[config.mk]
export PLATFORM = sky130hd
export DESIGN_NAME = branch_resolve_unit_flat
export DESIGN_NICKNAME = d
export VERILOG_FILES = /design/src/rtl/branch_resolve_unit_pkg.sv /design/src/rtl/branch_resolve_unit_if.sv /design/src/rtl/branch_resolve_unit_pred_queue.sv /design/src/rtl/branch_resolve_unit.sv /design/src/flat_wrapper.sv
export SDC_FILE = /design/constraint.sdc
export NUM_CORES = 1
export LEC_CHECK = 0
export BUFFER_PORTS_ARGS = -buffer_cell sky130_fd_sc_hd__buf_2
export CORE_ASPECT_RATIO = 1.1
export CORE_MARGIN = 2
export CORE_UTILIZATION = 50
export DETAILED_ROUTE_END_ITERATION = 8
export HOLD_SLACK_MARGIN = 0.05
export PLACE_DENSITY = 0.77
export SLEW_MARGIN = 10
export SYNTH_ARGS = -nofsm -noshare
export SYNTH_HDL_FRONTEND = slang
export SYNTH_SLANG_ARGS = --single-unit
[constraint.sdc]
create_clock -name clk -period 9.8 [get_ports clk]
set_clock_uncertainty 0.15 [all_clocks]
set_input_delay 1.96 -clock clk [delete_from_list [all_inputs] [get_ports clk]]
set_output_delay 1.96 -clock clk [all_outputs]
set_load 0.05 [all_outputs]
[src/rtl/branch_resolve_unit_pkg.sv]
// branch_resolve_unit_pkg: control-flow enums and the prediction queue entry type.
package branch_resolve_unit_pkg;
    localparam int XLEN = 32;
    typedef enum logic [1:0] {CFLOW_PCPLUS4, CFLOW_BRANCH, CFLOW_JAL, CFLOW_JALR} cflow_mode_t;
    typedef enum logic [2:0] {BEQ, BNE, BLT, BGE, BLTU, BGEU} branch_mode_t;
    typedef enum logic [1:0] {CFHINT_NONE, CFHINT_CALL, CFHINT_RET, CFHINT_OTHER} cflow_hint_t;
    typedef struct packed {
        logic            pred_taken;
        logic [XLEN-1:0] pc_pred;
    } pred_entry_t;
endpackage

[src/rtl/branch_resolve_unit_if.sv]
// branch_resolve_unit_if: fetch prediction, EX issue and resolve result signals of the resolve unit.
interface branch_resolve_unit_if #(
    parameter int XLEN  = 32,
    parameter int CNT_W = 32
);
    import branch_resolve_unit_pkg::*;
    logic            flush;
    logic            pq_push;
    logic            pq_pred_taken;
    logic [XLEN-1:0] pq_pc_pred;
    logic            pq_ready;
    logic            ex_fire;
    cflow_mode_t     cflow_mode_in;
    branch_mode_t    branch_mode_in;
    cflow_hint_t     cflow_hint_in;
    logic [XLEN-1:0] in_a;
    logic [XLEN-1:0] in_b;
    logic [XLEN-1:0] target_in;
    logic [XLEN-1:0] pc_seq_in;
    logic            resolve_valid;
    cflow_mode_t     cflow_mode;
    cflow_hint_t     cflow_hint;
    logic            cflow_taken;
    logic            mispredict;
    logic [XLEN-1:0] redirect_pc;
    logic            pq_err;
    logic [CNT_W-1:0] perf_cflow_cnt;
    logic [CNT_W-1:0] perf_miss_cnt;
    modport master (
        output flush, pq_push, pq_pred_taken, pq_pc_pred, ex_fire, cflow_mode_in,
               branch_mode_in, cflow_hint_in, in_a, in_b, target_in, pc_seq_in,
        input  pq_ready, resolve_valid, cflow_mode, cflow_hint, cflow_taken, mispredict,
               redirect_pc, pq_err, perf_cflow_cnt, perf_miss_cnt
    );
    modport slave (
        input  flush, pq_push, pq_pred_taken, pq_pc_pred, ex_fire, cflow_mode_in,
               branch_mode_in, cflow_hint_in, in_a, in_b, target_in, pc_seq_in,
        output pq_ready, resolve_valid, cflow_mode, cflow_hint, cflow_taken, mispredict,
               redirect_pc, pq_err, perf_cflow_cnt, perf_miss_cnt
    );
endinterface

[src/rtl/branch_resolve_unit_pred_queue.sv]
// branch_resolve_unit_pred_queue: in-order FIFO of fetch predictions with push/pop/clear.
module branch_resolve_unit_pred_queue
    import branch_resolve_unit_pkg::*;
#(
    parameter int DEPTH = 4
) (
    input  logic                   clk,
    input  logic                   rst,
    input  logic                   clear,
    input  logic                   push,
    input  logic                   pop,
    input  pred_entry_t            din,
    output pred_entry_t            dout,
    output logic                   full,
    output logic                   empty,
    output logic [$clog2(DEPTH):0] count
);
    localparam int AW = $clog2(DEPTH);
    pred_entry_t mem [DEPTH];
    logic [AW-1:0] wptr_q, wptr_d, rptr_q, rptr_d;
    logic [AW:0] count_q, count_d;
    logic do_push, do_pop;
    assign full  = count_q == (AW+1)'(DEPTH);
    assign empty = count_q == '0;
    assign count = count_q;
    assign dout  = mem[rptr_q];
    // Pointer/count update; pointers wrap naturally since DEPTH is a power of two.
    always_comb begin
        do_push = push && !full;
        do_pop  = pop && !empty;
        wptr_d  = clear ? '0 : wptr_q + AW'(do_push);
        rptr_d  = clear ? '0 : rptr_q + AW'(do_pop);
        count_d = clear ? '0 : count_q + (AW+1)'(do_push) - (AW+1)'(do_pop);
    end
    // Queue state registers.
    always_ff @(posedge clk or posedge rst) begin
        if (rst) begin
            wptr_q  <= '0;
            rptr_q  <= '0;
            count_q <= '0;
        end else begin
            wptr_q  <= wptr_d;
            rptr_q  <= rptr_d;
            count_q <= count_d;
        end
    end
    // Entry storage; contents of free slots are never observed.
    always_ff @(posedge clk) begin
        if (do_push && !clear) mem[wptr_q] <= din;
    end
endmodule

[src/rtl/branch_resolve_unit.sv]
// branch_resolve_unit: resolves EX branches/jumps against queued fetch predictions and drives redirects.
// Define BRANCH_PERF_EN to enable the saturating resolve/mispredict counters.
module branch_resolve_unit #(
    parameter int XLEN  = 32,
    parameter int DEPTH = 4,
    parameter int CNT_W = 32
) (
    input logic clk,
    input logic rst,
    branch_resolve_unit_if.slave bus
);
    import branch_resolve_unit_pkg::*;
    localparam int CW = $clog2(DEPTH) + 1;
    pred_entry_t pq_din, pq_head;
    logic [CW-1:0] pq_count;
    logic pq_full, pq_empty, pq_push, pq_pop, pq_clear, fire, cond, taken, mis;
    logic [XLEN-1:0] target;
    logic valid_q, valid_d, taken_q, taken_d, pt_q, pt_d, err_q, err_d;
    cflow_mode_t mode_q, mode_d;
    cflow_hint_t hint_q, hint_d;
    logic [XLEN-1:0] rpc_q, rpc_d, ppc_q, ppc_d;

    assign mis = valid_q && (taken_q != pt_q || (taken_q && ppc_q != rpc_q));

    // A flush or a live mispredict squashes EX and discards wrong-path predictions.
    always_comb begin
        pq_clear = bus.flush || mis;
        fire     = bus.ex_fire && !pq_clear;
        pq_pop   = fire && (bus.cflow_mode_in != CFLOW_PCPLUS4);
        pq_push  = bus.pq_push && !pq_full && !pq_clear;
        pq_din   = '{pred_taken: bus.pq_pred_taken, pc_pred: bus.pq_pc_pred};
    end

    // Actual direction and aligned target of the instruction in EX.
    always_comb begin
        cond = 1'b0;
        case (bus.branch_mode_in)
            BEQ:     cond = bus.in_a == bus.in_b;
            BNE:     cond = bus.in_a != bus.in_b;
            BLT:     cond = $signed(bus.in_a) < $signed(bus.in_b);
            BGE:     cond = $signed(bus.in_a) >= $signed(bus.in_b);
            BLTU:    cond = bus.in_a < bus.in_b;
            BGEU:    cond = bus.in_a >= bus.in_b;
            default: cond = 1'b0;
        endcase
        target = {bus.target_in[XLEN-1:1], 1'b0};
        taken  = (bus.cflow_mode_in == CFLOW_BRANCH) ? cond : (bus.cflow_mode_in != CFLOW_PCPLUS4);
    end

    // Result register inputs; cycles without a resolved cflow instr load reset values.
    always_comb begin
        valid_d = pq_pop;
        mode_d  = pq_pop ? bus.cflow_mode_in : CFLOW_PCPLUS4;
        hint_d  = pq_pop ? bus.cflow_hint_in : CFHINT_NONE;
        taken_d = pq_pop && taken;
        rpc_d   = !pq_pop ? '0 : taken ? target : bus.pc_seq_in;
        pt_d    = pq_pop && !pq_empty && pq_head.pred_taken;
        ppc_d   = (pq_pop && !pq_empty) ? pq_head.pc_pred : '0;
        err_d   = err_q || (pq_pop && pq_empty);
    end

    // Result and sticky error registers.
    always_ff @(posedge clk or posedge rst) begin
        if (rst) begin
            valid_q <= 1'b0;
            mode_q  <= CFLOW_PCPLUS4;
            hint_q  <= CFHINT_NONE;
            taken_q <= 1'b0;
            rpc_q   <= '0;
            pt_q    <= 1'b0;
            ppc_q   <= '0;
            err_q   <= 1'b0;
        end else begin
            valid_q <= valid_d;
            mode_q  <= mode_d;
            hint_q  <= hint_d;
            taken_q <= taken_d;
            rpc_q   <= rpc_d;
            pt_q    <= pt_d;
            ppc_q   <= ppc_d;
            err_q   <= err_d;
        end
    end

    branch_resolve_unit_pred_queue #(.DEPTH(DEPTH)) u_pq (
        .clk(clk), .rst(rst), .clear(pq_clear), .push(pq_push), .pop(pq_pop),
        .din(pq_din), .dout(pq_head), .full(pq_full), .empty(pq_empty), .count(pq_count)
    );

    assign bus.pq_ready      = pq_count < CW'(DEPTH);
    assign bus.resolve_valid = valid_q;
    assign bus.cflow_mode    = mode_q;
    assign bus.cflow_hint    = hint_q;
    assign bus.cflow_taken   = taken_q;
    assign bus.mispredict    = mis;
    assign bus.redirect_pc   = rpc_q;
    assign bus.pq_err        = err_q;

`ifdef BRANCH_PERF_EN
    logic [CNT_W-1:0] cfl_q, cfl_d, miss_q, miss_d;
    // Saturating event counters over presented results.
    always_comb begin
        cfl_d  = cfl_q + CNT_W'(valid_q && !(&cfl_q));
        miss_d = miss_q + CNT_W'(mis && !(&miss_q));
    end
    // Counter registers, cleared only by reset.
    always_ff @(posedge clk or posedge rst) begin
        if (rst) begin
            cfl_q  <= '0;
            miss_q <= '0;
        end else begin
            cfl_q  <= cfl_d;
            miss_q <= miss_d;
        end
    end
    assign bus.perf_cflow_cnt = cfl_q;
    assign bus.perf_miss_cnt  = miss_q;
`else
    assign bus.perf_cflow_cnt = '0;
    assign bus.perf_miss_cnt  = '0;
`endif
endmodule

[src/flat_wrapper.sv]
// flat-port wrapper written by rule: the top's interface ports become plain ports
module branch_resolve_unit_flat import branch_resolve_unit_pkg::*;
#(
    parameter int XLEN  = 32,
    parameter int DEPTH = 4,
    parameter int CNT_W = 32
)
  (clk, rst, bus_flush, bus_pq_push, bus_pq_pred_taken, bus_pq_pc_pred, bus_ex_fire, bus_cflow_mode_in, bus_branch_mode_in, bus_cflow_hint_in, bus_in_a, bus_in_b, bus_target_in, bus_pc_seq_in, bus_pq_ready, bus_resolve_valid, bus_cflow_mode, bus_cflow_hint, bus_cflow_taken, bus_mispredict, bus_redirect_pc, bus_pq_err, bus_perf_cflow_cnt, bus_perf_miss_cnt);
  branch_resolve_unit_if #(.XLEN(XLEN), .CNT_W(CNT_W)) bus_i ();
  input logic clk;
  input logic rst;
  input wire logic [$bits(bus_i.flush)-1:0] bus_flush;
  input wire logic [$bits(bus_i.pq_push)-1:0] bus_pq_push;
  input wire logic [$bits(bus_i.pq_pred_taken)-1:0] bus_pq_pred_taken;
  input wire logic [$bits(bus_i.pq_pc_pred)-1:0] bus_pq_pc_pred;
  input wire logic [$bits(bus_i.ex_fire)-1:0] bus_ex_fire;
  input wire logic [$bits(bus_i.cflow_mode_in)-1:0] bus_cflow_mode_in;
  input wire logic [$bits(bus_i.branch_mode_in)-1:0] bus_branch_mode_in;
  input wire logic [$bits(bus_i.cflow_hint_in)-1:0] bus_cflow_hint_in;
  input wire logic [$bits(bus_i.in_a)-1:0] bus_in_a;
  input wire logic [$bits(bus_i.in_b)-1:0] bus_in_b;
  input wire logic [$bits(bus_i.target_in)-1:0] bus_target_in;
  input wire logic [$bits(bus_i.pc_seq_in)-1:0] bus_pc_seq_in;
  output wire logic [$bits(bus_i.pq_ready)-1:0] bus_pq_ready;
  output wire logic [$bits(bus_i.resolve_valid)-1:0] bus_resolve_valid;
  output wire logic [$bits(bus_i.cflow_mode)-1:0] bus_cflow_mode;
  output wire logic [$bits(bus_i.cflow_hint)-1:0] bus_cflow_hint;
  output wire logic [$bits(bus_i.cflow_taken)-1:0] bus_cflow_taken;
  output wire logic [$bits(bus_i.mispredict)-1:0] bus_mispredict;
  output wire logic [$bits(bus_i.redirect_pc)-1:0] bus_redirect_pc;
  output wire logic [$bits(bus_i.pq_err)-1:0] bus_pq_err;
  output wire logic [$bits(bus_i.perf_cflow_cnt)-1:0] bus_perf_cflow_cnt;
  output wire logic [$bits(bus_i.perf_miss_cnt)-1:0] bus_perf_miss_cnt;
  assign bus_i.flush = bus_flush;
  assign bus_i.pq_push = bus_pq_push;
  assign bus_i.pq_pred_taken = bus_pq_pred_taken;
  assign bus_i.pq_pc_pred = bus_pq_pc_pred;
  assign bus_i.ex_fire = bus_ex_fire;
  assign bus_i.cflow_mode_in = bus_cflow_mode_in;
  assign bus_i.branch_mode_in = bus_branch_mode_in;
  assign bus_i.cflow_hint_in = bus_cflow_hint_in;
  assign bus_i.in_a = bus_in_a;
  assign bus_i.in_b = bus_in_b;
  assign bus_i.target_in = bus_target_in;
  assign bus_i.pc_seq_in = bus_pc_seq_in;
  assign bus_pq_ready = bus_i.pq_ready;
  assign bus_resolve_valid = bus_i.resolve_valid;
  assign bus_cflow_mode = bus_i.cflow_mode;
  assign bus_cflow_hint = bus_i.cflow_hint;
  assign bus_cflow_taken = bus_i.cflow_taken;
  assign bus_mispredict = bus_i.mispredict;
  assign bus_redirect_pc = bus_i.redirect_pc;
  assign bus_pq_err = bus_i.pq_err;
  assign bus_perf_cflow_cnt = bus_i.perf_cflow_cnt;
  assign bus_perf_miss_cnt = bus_i.perf_miss_cnt;
  branch_resolve_unit #(.XLEN(XLEN), .DEPTH(DEPTH), .CNT_W(CNT_W)) u_core (.clk(clk), .rst(rst), .bus(bus_i));
endmodule
**After elaboration in Yosys (flattened, before gate mapping)**

Memories as Yosys holds them, arrays and structs flattened.
Cells that the tools add are included.
Widths: inputs -> output; s select.

- Register bits: 79
- Bits in writable memories: 132
- Bits of input ports: 173
- Output and inout port bits: 105
- Word-level logic and storage cells: 65
- Memories kept: 1

- Add/subtract/negate cells: 4
- Order comparisons: 5
- Equal/unequal tests: 11
- Mux-type cells: 12
- Reductions and logical operators: 21

Memories:

| memory | depth | bits a word | read ports | clocked after Yosys merged registers in | write ports | line | text |
|---|---|---|---|---|---|---|---|
| u_core.u_pq.mem | 4 | 33 | 1 | 0 | 1 | branch_resolve_unit_pred_queue.sv:19 | `pred_entry_t mem [DEPTH];` |

Operator list:

| cell | count |
|---|---|
| $mux 32 | 3 |
| $ge 32x32->1 | 2 |
| $lt 32x32->1 | 2 |
| $ne 32x32->1 | 2 |
| $eq 32x32->1 | 1 |
| $logic_and 1x1->1 | 12 |
| $eq 3x3->1 const B | 3 |
| $mux 2 | 4 |
| $eq 3x2->1 const B | 2 |
| $logic_not 3->1 | 2 |
| $pmux 1 s6 | 1 |
| $add 2x1->2 | 2 |
| $add 3x1->3 | 1 |
| $eq 3x1->1 const B | 1 |
| $logic_not 1->1 | 3 |
| $logic_or 1x1->1 | 3 |
| $lt 3x3->1 const B | 1 |
| $mux 1 | 3 |
| $mux 3 | 1 |
| $sub 3x1->3 | 1 |
| $eq 2x1->1 const B | 1 |
| $reduce_bool 2->1 | 1 |
| $ne 1x1->1 | 1 |

**Depth between registers and ports, before layout**

Gate-level depths: netlist of run 1.

- Depth after elaboration: 11
- Mapped depth: 21
- Gate-level depth less buffers: 18

**Modules after synthesis**

From an unflattened synthesis of run 1, not the netlist that was laid out.

- Cell total of the unflattened synthesis: 680
- Area, all modules: 9,765.6 µm²

Modules (own cells, without submodules):

| module | instances | cells an instance | area each (µm²) | sequential area each (µm²) |
|---|---|---|---|---|
| branch_resolve_unit_pred_queue | 1 | 209 | 5,215.0 | 4,139.0 |
| branch_resolve_unit | 1 | 471 | 4,550.6 | 1,801.7 |

**Worst setup path before layout of run 1**

Ideal clock, no wire load.

- Path type: input port to flip-flop
- Start point: input port bus_flush
- End point: memory u_core.u_pq.mem[2][0] (netlist name) (enable)
- Setup time: 518 ps
- Data arrival time: 5,825 ps
- Data required time: 9,132 ps
- Path slack: 3,307 ps
- Stages: 3
- Buffers on the path: 1
- Cells stage by stage: or2_1 > buf_2 > nor4b_1

- Longest elaborated chain between the ends: 7

Ends and longest elaborated chain:

| element | line | text |
|---|---|---|
| start: declaration | flat_wrapper.sv:12 | `input wire logic [$bits(bus_i.flush)-1:0] bus_flush;` |
| $logic_or 1x1->1 (*) | branch_resolve_unit.sv:27 | `pq_clear = bus.flush \|\| mis;` |
| $logic_not 1->1 (*) | branch_resolve_unit_pred_queue.sv:49, branch_resolve_unit.sv:30 |  |
| $logic_and 1x1->1 | branch_resolve_unit.sv:30 | `pq_push = bus.pq_push && !pq_full && !pq_clear;` |
| $logic_and 1x1->1 | branch_resolve_unit_pred_queue.sv:29 | `do_push = push && !full;` |
| $logic_and 1x1->1 (*) | branch_resolve_unit_pred_queue.sv:49 | `if (do_push && !clear) mem[wptr_q] <= din;` |
| $mux 1 (*) | branch_resolve_unit_pred_queue.sv:49 |  |
| $mux 1 (not written as such) (*) | branch_resolve_unit_pred_queue.sv:49 |  |
| end: declaration | branch_resolve_unit_pred_queue.sv:19 |  |

Mark *: on every way between the ends. The rest lies on a longest branch, timed or not.

**Worst setup path after layout of run 1**

- Start point: input port bus_in_a[31]
- End point: register u_core.rpc_q[24] (netlist: u_core.bus.redirect_pc[24])

- Longest elaborated chain between the ends: 5
- Elaborated cells between the ends (all ways): 10
- Those cells by class: order compare (4); eq/ne (2); mux (4)

Ends and longest elaborated chain:

| element | line | text |
|---|---|---|
| start: declaration | flat_wrapper.sv:20 | `input wire logic [$bits(bus_i.in_a)-1:0] bus_in_a;` |
| $ge 32x32->1, or another cell as far along | branch_resolve_unit.sv:43 | `BGEU: cond = bus.in_a >= bus.in_b;` |
| $pmux 1 s6 (*) | branch_resolve_unit.sv:37 | `case (bus.branch_mode_in)` |
| $mux 1 (*) | branch_resolve_unit.sv:47 | `taken = (bus.cflow_mode_in == CFLOW_BRANCH) ? cond : (bus.cflow_mode_in != CFLOW_PCPLUS4);` |
| $mux 32 (*) (2 in series) | branch_resolve_unit.sv:56 | `rpc_d = !pq_pop ? '0 : taken ? target : bus.pc_seq_in;` |
| via u_core.rpc_d[24] | branch_resolve_unit.sv:21 | `logic [XLEN-1:0] rpc_q, rpc_d, ppc_q, ppc_d;` |
| end signal: assignment | branch_resolve_unit.sv:78 | `rpc_q <= rpc_d;` |
| end: declaration | branch_resolve_unit.sv:21 |  |

The timed path passes the listed nets; every way through them passes the cells marked *.

==> results.cfg, run 1 <==
[outcome]
run_status = completed

[route]
drt_iter0_markers = 301
drt_wl_total_um = 22500
drt_first_pass_iters = 4
vias = 6140
avgRoutedWirePerCell_um = 19.1
antenna_left = 0
drc_errors = 0
vias_per_cell = 5.22

[yosys]
yosysTopAreaCell = edfxtp_1
synth-async-reset-ratio_pct = 37.4
ys_seq_area_share_pct = 61.4
synthAdderAreaFrac_pct = 4.86
synth_top_cell_area_share_pct = 40.9
ys_top_cells_by_area = edfxtp_1 41%, dfrtp_1 20%, mux4_2 7.7%
synth-compound-area-share_pct = 6.06
syn_avg_cell_area_sq_um = 13.9
netlist_instances = 695
synth-seq-cells = 211
syn_area_sq_mm = 0.00968
yosysWarningCount = 0
synth_edf_count = 132
synthMuxAreaShare_pct = 7.68
synth_flop_cell = edfxtp_1
synth_top_family_by_area = simple AND/OR/NAND/NOR gates
yosysUniqueCellTypes = 50
synth_xor_area_share_pct = 3.26
yosys.area_share.simple_pct = 8.63

[cts]
cts.sink_count = 211
root_buffer = clkbuf_16
cts_resized = 0
clock_latency_ps = 490
cts_hold_buffers = 0
clk_pin_slew_ps = 60
post_cts_buffers = 0
cts_tree = done
clock_path_buffers = 3
htreeDepth = 1
cts_buffers = 21

[floorplan]
die_h_um = 150
initial_core_util_pct = 50.9
row_count = 53
core_area_sq_mm = 0.0190
die_w_um = 137
dieArea_sq_mm = 0.0205
ios = 278

[final_layout]
drive_gt1_share_pct = 35.2
nNetsFinal = 1120
area_delta_synth_final_pct = 18.6
final_cells = 1176

[timing]
drv_slew = 0
finalHoldViolations = 0
fin_tns_setup_ps = 0
max_freq_mhz = 194
tightestPinTransition_ps = 1230
setup_viol = 0
hold_slack_ps = 326
fin_crit_ps = 5170
final.period_utilization_pct = 52.7
maxSlewHeadroom_pct = 17.8
rsz0062_at_grt = no

[power_and_ir_drop]
p_int_mw = 1.61
p_leak_nw = 5.15
power_switching_uw = 566
power_frac_seq_pct = 47.1
p_comb_share_pct = 16.5
peakVddDrop_uv = 148
powerDensity_mw_per_mm2 = 189
p_clk_share_pct = 36.4
swShare_pct = 26.1

[setup_path]
crit_fanout = 31
crit_required_ps = 10020
crit_path_end = u_core.bus.redirect_pc[24]$_DFF_PP0_
r2r_end = u_core.u_pq.count[2]$_DFF_PP0_
worstSetupEndpointType = register
cp.arrival_ps = 5390
critical_path_class = in -> reg
r2r_setup_slack_ps = 5010
critical_path.startpoint = bus_in_a[31]
rr_worst_depth = 20
r2r_start = u_core.bus.redirect_pc[12]$_DFF_PP0_
worstSetupStartpointType = input pin

[placement]
place_congestion = 0.762
port_buffers = 212
placedCellCount = 1134
dpl.hpwl_um = 15100

[global_route]
antenna_found_initial = 5
grt_pass1_vias = 6245
grt_max_degree = 80
grt.total_usage_pct = 21.8
grt_pass1_wl_um = 33300
overflow = 0

[job]
maxCapViolations = 0

[min_path]
hold_class = reg -> reg
[cells by family after synthesis]
group	after synthesis
xor gates and xnor gates	36
adders and majority gates	37
AOI/OAI and AO/OA	102
and+or+nand+nor	139
DFF	211
other	1
muxes	33
buffers and inverters	136
[metal layers]
| layer | vias to the layer above | track usage [%] | share of wire [%] |
|---|---|---|---|
| li1 | 2830 | - | - |
| met4 | 0 | 8.54 | 2.6 |
| met2 | 270 | 39.7 | 53 |
| met3 | 42 | 4.17 | 8.0 |
| met5 | - | 0 | 0 |
| met1 | 2998 | 25.2 | 37 |
[flip-flops by register name, indices dropped and copies added (netlist names)]
name and count:
u_core.u_pq.mem 132, u_core.bus.redirect_pc 32, u_core.ppc_q 32, u_core.u_pq.count 3, u_core.bus.cflow_hint 2, u_core.bus.cflow_mode 2, u_core.u_pq.rptr_q 2, u_core.u_pq.wptr_q 2
u_core.bus.cflow_taken 1, u_core.bus.pq_err 1, u_core.bus.resolve_valid 1, u_core.pt_q 1
[power groups by stage]
stage	sequential, mW	clock [mW]	combinational [mW]
floorplan	1.06	0	0.254
global placement	1.04	0	0.355
detailed placement	1.04	0	0.360
CTS	1.02	0.803	0.363
global route	1.03	0.837	0.392
finish	1.02	0.791	0.359
[cells in the mapped netlist, drive strengths merged (2+ instances only)]
| cell | count |
|---|---|
| dfrtp | 79 |
| nor3 | 6 |
| xnor2 | 4 |
| o21ai | 36 |
| buf | 72 |
| xor2 | 32 |
| mux4 | 33 |
| nand3 | 33 |
| a21oi | 48 |
| nor2 | 14 |
| nor2b | 33 |
| nand4 | 9 |
| o21a | 2 |
| inv | 42 |
| and2 | 6 |
| clkbuf | 21 |
| nor4 | 10 |
| nand2b | 3 |
| nand2 | 15 |
| edfxtp | 132 |
| o211ai | 2 |
| and3 | 4 |
| ha | 36 |
[layout by cell type, fill, tap and decap left out, types with 8 or more instances in the layout]
cell / n
buf_2: 212
edfxtp_1: 132
dfrtp_1: 78
conb_1: 64
a21oi_1: 48
inv_1: 41
o21ai_0: 36
ha_1: 36
nand3_1: 33
mux4_2: 33
xor2_1: 32
nor2b_2: 29
clkbuf_16: 22
nand2_1: 15
nor2_1: 14
buf_4: 10
nand4_1: 9
nor4_1: 8
[cell type report]
class / instances / area, sq um
multi-input cells: 411 / 3230
flip-flops and latches: 211 / 5940
diodes: 5 / 12.5
clock buffers: 30 / 601
clock inverters: 7 / 82.6
well taps: 247 / 309
inverters: 43 / 168
fillers: 1459 / 7550
repair buffers: 222 / 1140
[stage by stage]
| stage | total power, mW | setup WS [ps] | util (%) | cell area [sq um] |
|---|---|---|---|---|
| final | 2.17 | 4630 | 60.3 | 11500 |
| after detailed placement | 1.40 | 4100 | 56.7 | 10800 |
| after floorplan | 1.31 | 3310 | - | 9920 |
| after global placement | 1.39 | 4150 | 56.7 | 10800 |
| after global routing | 2.25 | 4240 | 60.3 | 11500 |
| after CTS | 2.19 | 4570 | 60.3 | 11500 |
[worst min-delay path by stage]
| stage | to | slack [ps] | from | cells past startpoint |
|---|---|---|---|---|
| finish | u_core.bus.pq_err$_DFF_PP0_ | 330 | u_core.bus.pq_err$_DFF_PP0_ | 1 |
| global route | u_core.bus.pq_err$_DFF_PP0_ | 330 | u_core.bus.pq_err$_DFF_PP0_ | 1 |
| CTS | u_core.bus.pq_err$_DFF_PP0_ | 330 | u_core.bus.pq_err$_DFF_PP0_ | 1 |
| detailed placement | u_core.bus.pq_err$_DFF_PP0_ | 300 | u_core.bus.pq_err$_DFF_PP0_ | 1 |
| global placement | u_core.bus.pq_err$_DFF_PP0_ | 300 | u_core.bus.pq_err$_DFF_PP0_ | 1 |
| floorplan | u_core.u_pq.wptr_q[1]$_DFF_PP0_ | 390 | u_core.u_pq.wptr_q[1]$_DFF_PP0_ | 2 |
[worst max-delay path, stage by stage]
cell and delay [ps]:
buf_2 120, ha_1 380, nand4_1 220, nor4_2 450, o21ai_0 370, a21oi_1 380, o311a_1 1050, o21ai_0 180
a21oi_1 260
Note: power is estimated with default switching activity, not from simulation.
==> run 2, diff against run 1 <==
--- a/config.mk
+++ b/config.mk
@@ -5,10 +5,11 @@
 export SDC_FILE = /design/constraint.sdc
 export NUM_CORES = 1
 export LEC_CHECK = 0
+export ABC_AREA = 1
 export BUFFER_PORTS_ARGS = -buffer_cell sky130_fd_sc_hd__buf_2
 export CORE_ASPECT_RATIO = 1.1
 export CORE_MARGIN = 2
-export CORE_UTILIZATION = 50
+export CORE_UTILIZATION = 48
 export DETAILED_ROUTE_END_ITERATION = 8
 export HOLD_SLACK_MARGIN = 0.05
 export PLACE_DENSITY = 0.77
==> constraint.sdc (replaced) <==
create_clock -name clk -period 4.5 [get_ports clk]
set_clock_uncertainty 0.15 [all_clocks]
set_input_delay 0.9 -clock clk [delete_from_list [all_inputs] [get_ports clk]]
set_output_delay 0.9 -clock clk [all_outputs]
set_load 0.05 [all_outputs]
==> results.cfg, run 2 <==
[outcome]
run_status = completed

[timing]
rsz0062_at_grt = no
final.period_utilization_pct = 78.4
fin_tns_setup_ps = 0
finalHoldViolations = 0
setup_viol = 0
tightestPinTransition_ps = 976
maxSlewHeadroom_pct = 34.9
fin_crit_ps = 3530
fin_ws_ps = 971
drv_slew = 0
hold_slack_ps = 341
max_freq_mhz = 283

[yosys]
yosysUniqueCellTypes = 35
synth_flop_cell = edfxtp_1
netlist_instances = 988
synth_edf_count = 132
ys_seq_area_share_pct = 57.8
syn_avg_cell_area_sq_um = 10.4
post-synth-top-count-cell = nand2_1
synth-seq-cells = 211
synth_common_cells = 198 x nand2_1, 132 x edfxtp_1, 120 x inv_1, 94 x nor2_1, 79 x dfrtp_1
synth-async-reset-ratio_pct = 37.4
yosysTopAreaCell = edfxtp_1
syn_area_sq_mm = 0.0103
yosysWarningCount = 0
ys_top_cells_by_area = edfxtp_1 39%, dfrtp_1 19%, nand2_1 7.2%
synth_top_cell_area_share_pct = 38.6

[final_layout]
nNetsFinal = 1408
final_cells = 1507
area_delta_synth_final_pct = 17.5
final_common_cell = buf_2
largest-register = u_core.u_pq.mem
regArea_sq_mm = 0.00595
drive_gt1_share_pct = 27.6
nFillCells = 1758
largest_reg_flops = 132
design_area_sq_mm = 0.0121
layout_common_cells = 212 x buf_2, 198 x nand2_1, 132 x edfxtp_1
multi_input_area_sq_mm = 0.00346

[floorplan]
die_h_um = 157
initial_core_util_pct = 48.5
row_count = 56
ios = 278
die_w_um = 143
core_area_sq_mm = 0.0212
dieArea_sq_mm = 0.0226

[setup_path]
worstSetupStartpointType = register
crit_fanout = 34
worstSetupEndpointType = register
path_cells = xor2_1 -> nor3_1 -> nand4_1 -> nor2_1 -> nand3_1 -> nand2_1 -> nand3_2 -> nor2_4 -> nand2_1 -> buf_4 -> inv_1 -> ha_1 -> inv_1 -> ha_1 -> inv_1 -> fa_1 -> xor2_1 -> nor2_1
r2r_setup_slack_ps = 970
critical_path_class = reg -> reg
crit_required_ps = 4720
critPathMaxStageDelay_ps = 420
crit_path_top_delay_cell = dfrtp_1
rr_worst_depth = 18
cp.arrival_ps = 3750
r2r_start = u_core.bus.redirect_pc[12]$_DFF_PP0_
r2r_end = u_core.u_pq.count[2]$_DFF_PP0_
crit_top_cell = inv_1

[cts]
root_buffer = clkbuf_16
cts_tree = done
clock_latency_ps = 490
clock_path_buffers = 3
cts_hold_buffers = 0
htreeDepth = 1
cts_buffers = 21
cts_resized = 0
clk_pin_slew_ps = 60
cts.sink_count = 211
post_cts_buffers = 0

[global_route]
grt.total_usage_pct = 20.4
grt_max_degree = 69
grt_pass1_wl_um = 35900
grt_pass1_vias = 7026
antenna_found_initial = 6
overflow = 0

[route]
drt_wl_total_um = 23600
avgRoutedWirePerCell_um = 15.6
vias = 7398
vias_per_cell = 4.91
drc_errors = 0
antenna_left = 0
drt_first_pass_iters = 5
drt_iter0_markers = 550

[placement]
place_congestion = 0.807
placed_cell_area_sq_mm = 0.0114
dpl.hpwl_um = 16600
placedCellCount = 1465
post-place-ws_ps = 662
port_buffers = 212

[min_path]
hold_end = u_core.bus.pq_err$_DFF_PP0_
hold_depth = 1
hold_class = reg -> reg
holdCritStartpoint = u_core.bus.pq_err$_DFF_PP0_

[power_and_ir_drop]
p_leak_nw = 5.80
powerDensity_mw_per_mm2 = 399
peakVddDrop_uv = 346

[job]
maxCapViolations = 0
[run 2: layout make-up]
cell class / instances / area share [%]
Sequential cell: 211 / 49.3
Multi-Input combinational cell: 620 / 28.7
Timing Repair Buffer: 224 / 9.54
Clock buffer: 33 / 5.22
Inverter: 120 / 3.74
Tap cell: 290 / 3.01
Clock inverter: 4 / 0.425
Antenna cell: 5 / 0.104
[run 2: worst max-delay path by stage]
stage                                               startpoint                              endpoint  slack (ps)  depth (start not counted)
after floorplan           u_core.bus.redirect_pc[11]$_DFF_PP0_       u_core.u_pq.mem[0][0]$_DFFE_PP_          70                          9
after detailed placement                          bus_in_b[31]  u_core.bus.redirect_pc[14]$_DFF_PP0_         660                         16
after global placement                            bus_in_b[31]  u_core.bus.redirect_pc[14]$_DFF_PP0_         670                         16
after CTS                  u_core.bus.redirect_pc[9]$_DFF_PP0_        u_core.u_pq.count[2]$_DFF_PP0_         970                         20
after global routing       u_core.bus.redirect_pc[9]$_DFF_PP0_        u_core.u_pq.count[2]$_DFF_PP0_         800                         20
final                     u_core.bus.redirect_pc[12]$_DFF_PP0_        u_core.u_pq.count[2]$_DFF_PP0_         970                         18
[run 2: critical path: cells and delay by family (launching register included)]
family / cells / cell delay, ps
fa+ha+maj: 3 / 750
xor+xnor: 2 / 340
flops: 1 / 420
buf+inv: 4 / 460
simple gates: 9 / 1280
[run 2: power by group]
part	internal, mW	switching, mW
logic	0.274	0.616
registers	2.17	0.0505
clock network	1.02	0.684
total	3.47	1.35
[run 2: metal layers]
layer  share of wire, %  vias to the layer above  global-route usage [%]  wire length (um)
met5              0.055                        -                       0                13
met4                3.5                        2                    7.28               824
met3                7.4                       55                    3.65              1740
met2                 50                      295                    35.7             11800
met1                 39                     3493                    25.2              9230
li1                   -                     3553                       -                 -
[run 2: stage by stage]
step / power [mW] / utilization [%]
global route: 5.03 / 57.0
global placement: 3.13 / 53.7
CTS: 4.85 / 56.9
detailed placement: 3.15 / 53.7
floorplan: 2.93 / -
finish: 4.82 / 57.0
[run 2: cell families (layout without fill, tap and decap cells)]
kind of cell,Yosys count,after routing,share of synthesized area (%)
other,1,69,0.0365
DFF,211,211,57.8
xor gates and xnor gates,18,18,1.53
and+or+nand+nor,401,401,18.3
adders and majority gates,37,37,4.58
AOI/OAI and AO/OA,100,100,6.76
buffers and inverters,220,381,11.0
==> run 3, diff against run 2 <==
==> constraint.sdc (replaced) <==
create_clock -name clk -period 2.9 [get_ports clk]
set_clock_uncertainty 0.15 [all_clocks]
set_input_delay 0.58 -clock clk [delete_from_list [all_inputs] [get_ports clk]]
set_output_delay 0.58 -clock clk [all_outputs]
set_load 0.05 [all_outputs]
==> results.cfg, run 3 (synthesis results as in run 2) <==
[outcome]
run_status = completed

[min_path]
hold_class = in -> reg
hold_depth = 3
hold_end = u_core.bus.cflow_hint[1]$_DFF_PP0_
holdCritStartpoint = bus_cflow_hint_in[1]

[final_layout]
final_common_cell = buf_2
design_area_sq_mm = 0.0125
multi_input_area_sq_mm = 0.00356
nFillCells = 1748
regArea_sq_mm = 0.00598
largest_reg_flops = 132
layout_common_cells = 211 x buf_2, 196 x nand2_1, 132 x edfxtp_1
largest-register = u_core.u_pq.mem
fin_util_pct = 59.2
drive_gt1_share_pct = 33.0
nNetsFinal = 1436
area_delta_synth_final_pct = 22.0

[job]
maxCapViolations = 0

[placement]
placed_cell_area_sq_mm = 0.0118
place_congestion = 0.838
dpl.hpwl_um = 17300
port_buffers = 212

[timing]
finalHoldViolations = 0
maxSlewHeadroom_pct = 51.9
tightestPinTransition_ps = 722
final.period_utilization_pct = 99.5
setup_viol = 0
max_freq_mhz = 346
fin_crit_ps = 2890
drv_slew = 0
rsz0062_at_grt = yes

[floorplan]
core_area_sq_mm = 0.0212
die_h_um = 157
ios = 278
die_w_um = 143
dieArea_sq_mm = 0.0226
row_count = 56
initial_core_util_pct = 48.5

[route]
drt_wl_total_um = 23700
avgRoutedWirePerCell_um = 15.4
drc_errors = 0
vias_per_cell = 4.80
drt_iter0_markers = 400
drt_first_pass_iters = 5
antenna_left = 0
vias = 7378

[global_route]
grt_pass1_wl_um = 35500
antenna_found_initial = 7
grt.total_usage_pct = 20.3
grt_pass1_vias = 7005
overflow = 0
grt_max_degree = 52

[cts]
htreeDepth = 1
clk_pin_slew_ps = 60
root_buffer = clkbuf_16
clock_latency_ps = 500
cts.sink_count = 211
clock_path_buffers = 3
cts_tree = done
cts_buffers = 22

[setup_path]
worstSetupEndpointType = register
worstSetupStartpointType = register
critical_path.startpoint = u_core.bus.redirect_pc[18]$_DFF_PP0_
r2r_end = u_core.u_pq.count[1]$_DFF_PP0_
crit_fanout = 2
crit_required_ps = 3130
cp.arrival_ps = 3120
critical_path_class = reg -> reg
r2r_setup_slack_ps = 10
rr_worst_depth = 16
r2r_start = u_core.bus.redirect_pc[18]$_DFF_PP0_

[power_and_ir_drop]
powerDensity_mw_per_mm2 = 608
p_leak_nw = 5.95
peakVddDrop_uv = 506
run 3: metrics by stage:
step	setup TNS (ps)	worst slack [ps]	cells	power [mW]	hold WS, ps
3_3_place_gp	-7540	-296	1489	4.94	306
6_report	0	13.5	1538	7.61	132
2_1_floorplan	-8360	-160	1051	4.59	441
5_1_grt	-363	-131	1535	7.95	126
3_5_place_dp	-5140	-309	1489	4.98	310
4_1_cts	-268	-105	1531	7.67	116
run 3: worst max path at each step:
| stage | slack, ps | endpoint |
|---|---|---|
| floorplan | -160 | u_core.u_pq.count[1]$_DFF_PP0_ |
| global placement | -300 | u_core.u_pq.count[1]$_DFF_PP0_ |
| detailed placement | -310 | u_core.u_pq.count[1]$_DFF_PP0_ |
| CTS | -100 | bus_mispredict |
| global route | -130 | u_core.u_pq.count[1]$_DFF_PP0_ |
| finish | 10 | u_core.u_pq.count[1]$_DFF_PP0_ |
run 3: timing repair:
| action | 4_1_cts | 5_1_grt |
|---|---|---|
| hold endpoints to repair | 28 | 0 |
| pin swaps | 10 | 3 |
| buffers inserted | 2 | 1 |
| endpoints found under the setup margin | 135 | 72 |
| hold buffers | 1 | 0 |
| resized for setup | 7 | 4 |
run 3: power by group:
| part | leakage [nW] | internal (mW) | switching (mW) |
|---|---|---|---|
| Clock | 0.342 | 1.57 | 1.10 |
| Sequential | 2.23 | 3.37 | 0.104 |
| Combinational | 3.38 | 0.499 | 0.967 |
run 3: cell type report:
cell class | instances | area share, %
multi-input combinational | 620 | 28.4
sequential | 211 | 47.7
antenna | 6 | 0.120
tap | 290 | 2.90
clock inverter | 11 | 0.699
inverter | 120 | 3.62
timing repair buffer | 251 | 11.7
clock buffer | 29 | 4.85
run 3: layer usage:
metal  vias up  track usage [%]  share of wire [%]
met5         -                0              0.055
met4         2             7.10                2.5
met3        42             3.77                7.1
met2       262             36.8                 52
met1      3453             24.2                 38
li1       3619                -                  -
run 3: worst max-delay path: stages, from the launching register on:
cell and delay (ps):
dfrtp_2 410, xnor2_1 250, o2111ai_1 140, nor4_1 190
buf_4 160, nand3_2 100, nand2_2 110, nand3_4 80
nor2_4 100, nand2_2 80, inv_4 70, ha_4 190
inv_2 60, ha_4 110, inv_2 30, fa_2 510
nor2_1 40
